## src/rtl/timeout_led_ctrl.sv

```systemverilog
// Timer timeout consumer: turns timeout pulses into a visible LED
// pattern (stretched pulse or toggle) and counts events.
module timeout_led_ctrl #(
  parameter int STRETCH_W       = 26,
  parameter int DEFAULT_STRETCH = 12_500_000,
  parameter int CNT_W           = 16
) (
  input  logic        clk,
  input  logic        rst_n,
  input  logic        sel,
  input  logic        we,
  input  logic [31:0] addr,
  input  logic [31:0] wdata,
  output logic [31:0] rdata,
  input  logic        timeout,
  output logic        led
);

  localparam logic [STRETCH_W-1:0] LP_DEF =
    STRETCH_W'(DEFAULT_STRETCH);

  typedef enum logic {IDLE, ON} state_t;

  state_t               r_state;
  state_t               w_state_nxt;
  logic [3:0]           r_ctrl;
  logic [STRETCH_W-1:0] r_stretch;
  logic [STRETCH_W-1:0] r_cnt;
  logic [STRETCH_W-1:0] w_cnt_nxt;
  logic [STRETCH_W-1:0] w_load;
  logic [CNT_W-1:0]     r_count;
  logic                 r_ovf;
  logic                 r_led_raw;
  logic                 w_led_nxt;
  logic                 r_timeout_q;

  logic w_wr;
  logic w_rd;
  logic w_wr_ctrl;
  logic w_wr_str;
  logic w_wr_cnt;
  logic w_wr_stat;
  logic w_en;
  logic w_mode;
  logic w_retrig;
  logic w_event;
  logic w_force;
  logic w_cnt_sat;
  logic w_ovf_set;
  logic w_unused;

  assign w_wr      = sel & we;
  assign w_rd      = sel & ~we;
  assign w_wr_ctrl = w_wr && (addr[3:2] == 2'd0);
  assign w_wr_str  = w_wr && (addr[3:2] == 2'd1);
  assign w_wr_cnt  = w_wr && (addr[3:2] == 2'd2);
  assign w_wr_stat = w_wr && (addr[3:2] == 2'd3);

  assign w_en     = r_ctrl[0];
  assign w_mode   = r_ctrl[1];
  assign w_retrig = r_ctrl[2];
  assign w_event  = timeout & ~r_timeout_q & w_en;

  // Changing EN or MODE abandons whatever pattern is in flight
  assign w_force = w_wr_ctrl && (wdata[1:0] != r_ctrl[1:0]);

  assign w_load = (r_stretch == '0) ? '0
                : r_stretch - STRETCH_W'(1);

  assign w_cnt_sat = &r_count;
  assign w_ovf_set = w_event & w_cnt_sat & ~w_wr_cnt;

  assign led = r_led_raw ^ r_ctrl[3];

  assign w_unused = ^{addr, wdata};

  always_comb begin
    w_state_nxt = r_state;
    w_cnt_nxt   = r_cnt;
    w_led_nxt   = r_led_raw;
    if (w_force || !w_en) begin
      w_state_nxt = IDLE;
      w_cnt_nxt   = '0;
      w_led_nxt   = 1'b0;
    end else if (w_mode) begin
      w_state_nxt = IDLE;
      w_cnt_nxt   = '0;
      if (w_event) w_led_nxt = ~r_led_raw;
    end else begin
      unique case (r_state)
        IDLE: begin
          if (w_event) begin
            w_state_nxt = ON;
            w_cnt_nxt   = w_load;
            w_led_nxt   = 1'b1;
          end
        end
        ON: begin
          if (w_event && w_retrig) begin
            w_cnt_nxt = w_load;
          end else if (r_cnt == '0) begin
            w_state_nxt = IDLE;
            w_led_nxt   = 1'b0;
          end else begin
            w_cnt_nxt = r_cnt - STRETCH_W'(1);
          end
        end
        default: begin
          w_state_nxt = IDLE;
          w_cnt_nxt   = '0;
          w_led_nxt   = 1'b0;
        end
      endcase
    end
  end

  always_ff @(posedge clk or negedge rst_n) begin
    if (!rst_n) begin
      r_state     <= IDLE;
      r_cnt       <= '0;
      r_led_raw   <= 1'b0;
      r_timeout_q <= 1'b0;
    end else begin
      r_state     <= w_state_nxt;
      r_cnt       <= w_cnt_nxt;
      r_led_raw   <= w_led_nxt;
      r_timeout_q <= timeout;
    end
  end

  always_ff @(posedge clk or negedge rst_n) begin
    if (!rst_n) begin
      r_ctrl    <= '0;
      r_stretch <= LP_DEF;
    end else begin
      if (w_wr_ctrl) r_ctrl <= wdata[3:0];
      if (w_wr_str)  r_stretch <= wdata[STRETCH_W-1:0];
    end
  end

  // A clear racing an event leaves that event counted
  always_ff @(posedge clk or negedge rst_n) begin
    if (!rst_n) begin
      r_count <= '0;
    end else if (w_wr_cnt) begin
      r_count <= CNT_W'(w_event);
    end else if (w_event && !w_cnt_sat) begin
      r_count <= r_count + CNT_W'(1);
    end
  end

  always_ff @(posedge clk or negedge rst_n) begin
    if (!rst_n) begin
      r_ovf <= 1'b0;
    end else if (w_ovf_set) begin
      r_ovf <= 1'b1;
    end else if (w_wr_stat && wdata[1]) begin
      r_ovf <= 1'b0;
    end
  end

  always_comb begin
    rdata = '0;
    if (w_rd) begin
      case (addr[3:2])
        2'd0:    rdata = {28'd0, r_ctrl};
        2'd1:    rdata = 32'(r_stretch);
        2'd2:    rdata = 32'(r_count);
        default: rdata = {30'd0, r_ovf, r_led_raw};
      endcase
    end
  end

endmodule

```

## config.mk

```make
export PLATFORM = sky130hd
export DESIGN_NAME = timeout_led_ctrl
export DESIGN_NICKNAME = d
export VERILOG_FILES = /design/src/rtl/timeout_led_ctrl.sv
export SDC_FILE = /design/constraint.sdc
export NUM_CORES = 1
export LEC_CHECK = 0
export CORE_UTILIZATION = 52
export CTS_CLUSTER_DIAMETER = 100
export DETAILED_ROUTE_END_ITERATION = 16
export PLACE_DENSITY = 0.86
export SYNTH_ARGS = -nofsm -noshare
export SYNTH_HDL_FRONTEND = slang
export SYNTH_SLANG_ARGS = --single-unit
```

## constraint.sdc

```tcl
create_clock -name clk -period 3.53 [get_ports clk]
set_clock_uncertainty 0.15 [all_clocks]
set_input_delay 0.5295 -clock clk [delete_from_list [all_inputs] [get_ports clk]]
set_output_delay 0.5295 -clock clk [all_outputs]
set_load 0.01 [all_outputs]
```

==> results by group <==
Outcome
  • Run status: finished, final reports clean

Synthesis
  • Async SR Flop Fraction: 1.000
  • Count leader, synth: dfrtp_1
  • Synthesized area per cell: 8.954 um2
  • Sequential element share of the synthesized area: 0.3885
  • Synth cell count leaders: 64 x dfrtp_1, 63 x nor2_1, 45 x nand2_1
  • Mapped Cells: 551
  • Seq cells post-synth: 76
  • Synthesized area: about 0.0049 mm2
  • Ys Warns: 0
  • Top-area cell type share of the netlist area: 0.3246
  • Largest area contributor in the netlist: dfrtp_1
  • Top post-synthesis cells by area: dfrtp_1 32%, dfstp_2 6.4%, mux2_2 6.2%
  • Main synth FF type: dfrtp_1
  • Netlist cell types: 72
  • EDFF count, synth: 0

Clocking
  • Worst skew pair latency: between 300 and 400 ps
  • H-tree depth: 3
  • Max clock buf depth: 2
  • Resize count post-CTS: 0
  • Clock-pin slew on the worst setup and hold paths: around 80 ps
  • CTS buffer count: 9
  • # hold bufs at CTS: 0
  • Sink Count: 76
  • Setup bufs post-CTS: 0
  • CTS tree: done
  • Clk root buf: clkbuf_8

Cells and area
  • Area Growth Syn to Fin: 18.08%
  • # fillers: approximately 730
  • Design area: about 0.0058 mm2
  • Final core utilization: 0.6335
  • Nets@finish: 681
  • Share of layout cells above drive strength 1: 0.1401
  • Number of diodes: 0

GRT
  • Total track usage: 0.2795
  • First-pass GRT wire length: approximately 22000 um
  • Vias in the first global route: approximately 4.5k
  • Gr ovfl total: 0
  • Initial antenna violation count: 0
  • Largest net degree at the start of global routing: 77

Job
  • Max Cap Viol: 0

Power and ir drop
  • Worst vdd ir: about 0.38 mV
  • P per Cell Area: around 480 mW/mm2
  • Leakage: around 2.4 nW

STA
  • Final setup fails: 0
  • Final Hold Vio Count: 0
  • WHS: 161.4 ps
  • Final WS setup: between 300 and 400 ps
  • RSZ-0062 raised after global routing: false
  • Worst Tran Pin Value: ~1000 ps
  • Period utilisation layout: 0.9012
  • Relative slew slack: 0.3460
  • Tmin final: approximately 3200 ps
  • F_max: 0.3143 GHz
  • Final setup TNS: 0 ps
  • Final Max Tran Viols: 0

Hold path
  • Worst hold-check path type: primary input to async pin

Setup path
  • Startpoint types: primary input
  • Max FO, Critical Path: 23
  • Crit Path Category: primary input to output pin
  • R2r setup slk: between 400 and 500 ps
  • CP Capture Type: output pin
  • WP data arrival: 2500 ps
  • Worst Path Required: ~2900 ps

Place
  • GPL Wtd Cong: roughly 0.9
  • Input/output buffers: around 60
  • Setup WS pre-CTS: just under 400 ps
  • Dpl hpwl: between 9000 and 10000 um
  • DP Area: about 0.0056 mm2

Route
  • Pre-antenna DRT Iters: 6
  • Vias: between 4k and 5k
  • Vias per cell: 6.461
  • Drt drc: 0
  • Wirelength per Cell: between 15 and 20 um
  • Final wirelength: approximately 13000 um
  • Final ANT Viol Nets: 0
  • Initial DRC count: between 400 and 500

Die
  • Die X: approximately 99 um
  • Die H: 99.41 um
  • Effective utilization at floorplan: 0.5365
  • Full die area: slightly below 0.01 mm2
  • Core Region: just over 0.009 mm2
  • Number of I/O pins: about 100
  • Rows: 35
-- logic make-up after synthesis --
group | synth area share
adder cells (fa/ha/maj) | 0.007609
multiplexers | 0.08496
AO/OA/AOI/OAI | 0.1689
flip-flops | 0.3885
other | 0.0007601
XOR/XNOR | 0.04971
AND/OR/NAND/NOR | 0.2600
buffers and inverters | 0.03956
-- cell usage in the layout, fill, tap and decap left out, types with 3 or more instances in the layout --
master	n
and3_1	18
nor2_1	63
a22o_1	3
nor3_1	27
nand2_1	45
xor2_1	17
mux2_2	27
o211ai_1	5
ha_1	3
xnor2_1	11
a211oi_1	3
or3_1	16
a22oi_1	13
dfstp_2	12
nand4_1	4
a31oi_1	13
buf_4	16
o31ai_1	3
mux2i_1	7
clkbuf_8	10
dfrtp_1	64
inv_1	9
o21ai_1	10
nand3_1	16
nor2b_1	9
o21ai_0	27
clkdlybuf4s50_1	58
conb_1	6
nand2b_1	6
a21oi_1	18
nor4_1	13
-- state kept, by name, indices dropped and copies added, names as in the netlist --
register,cells
r_cnt,26
r_stretch,26
r_count,16
r_ovf,1
r_ctrl,4
r_led_raw,1
r_timeout_q,1
r_state,1
-- critical path, stage by stage --
cell and delay, ps:
clkdlybuf4s50_1 680, nor2b_1 180, buf_4 260, a22oi_1 150, nor2_1 120, clkdlybuf4s50_1 560
-- layer usage --
metal  wire (um)  vias to the layer above  global-route usage  part of all wire
met3         989                       25             0.04076             0.075
met5           0                        -                   0                 0
met2        6474                      249              0.4626              0.49
met1        5360                     2277              0.3653              0.41
li1            -                     2133                   -                 -
met4         298                        0              0.1256             0.023
-- cell type report --
cell class | instances | area, um2 | area share
Timing Repair Buffer | 74 | 700.7 | 0.1203
Clock buffer | 12 | 145.1 | 0.02491
Sequential cell | 76 | 1917 | 0.3290
Tap cell | 111 | 138.9 | 0.02384
Multi-Input combinational cell | 439 | 2840 | 0.4875
Clock inverter | 4 | 50.05 | 0.008591
Inverter | 9 | 33.78 | 0.005799
-- power by group --
part / internal [mW] / leakage (nW) / switching (mW)
clock: 0.345 / 0.0926 / 0.320
combinational: 0.422 / 1.31 / 0.514
sequential: 1.01 / 0.979 / 0.193
total: 1.77 / 2.39 / 1.03
-- final timing paths --
check                                       from  cells after the start               endpoint
max in group asynchronous                  rst_n                      1   r_cnt[4]$_DFFE_PN0P_
max reg2reg                r_cnt[10]$_DFFE_PN0P_                      7  r_cnt[14]$_DFFE_PN0P_
min in group clk           r_ctrl[3]$_DFFE_PN0P_                      2  r_ctrl[3]$_DFFE_PN0P_
min                                        rst_n                      1  r_cnt[22]$_DFFE_PN0P_
min reg2reg                r_ctrl[3]$_DFFE_PN0P_                      2  r_ctrl[3]$_DFFE_PN0P_
max                                      addr[2]                      6              rdata[15]
-- stage by stage --
| step | cells | power, mW |
|---|---|---|
| 2_1_floorplan | 556 | 1.822 |
| 3_3_place_gp | 709 | 2.081 |
| 3_5_place_dp | 709 | 2.119 |
| 4_1_cts | 725 | 2.787 |
| 5_1_grt | 725 | 2.947 |
| 6_report | 725 | 2.800 |
(Power assumes the default switching activity.)
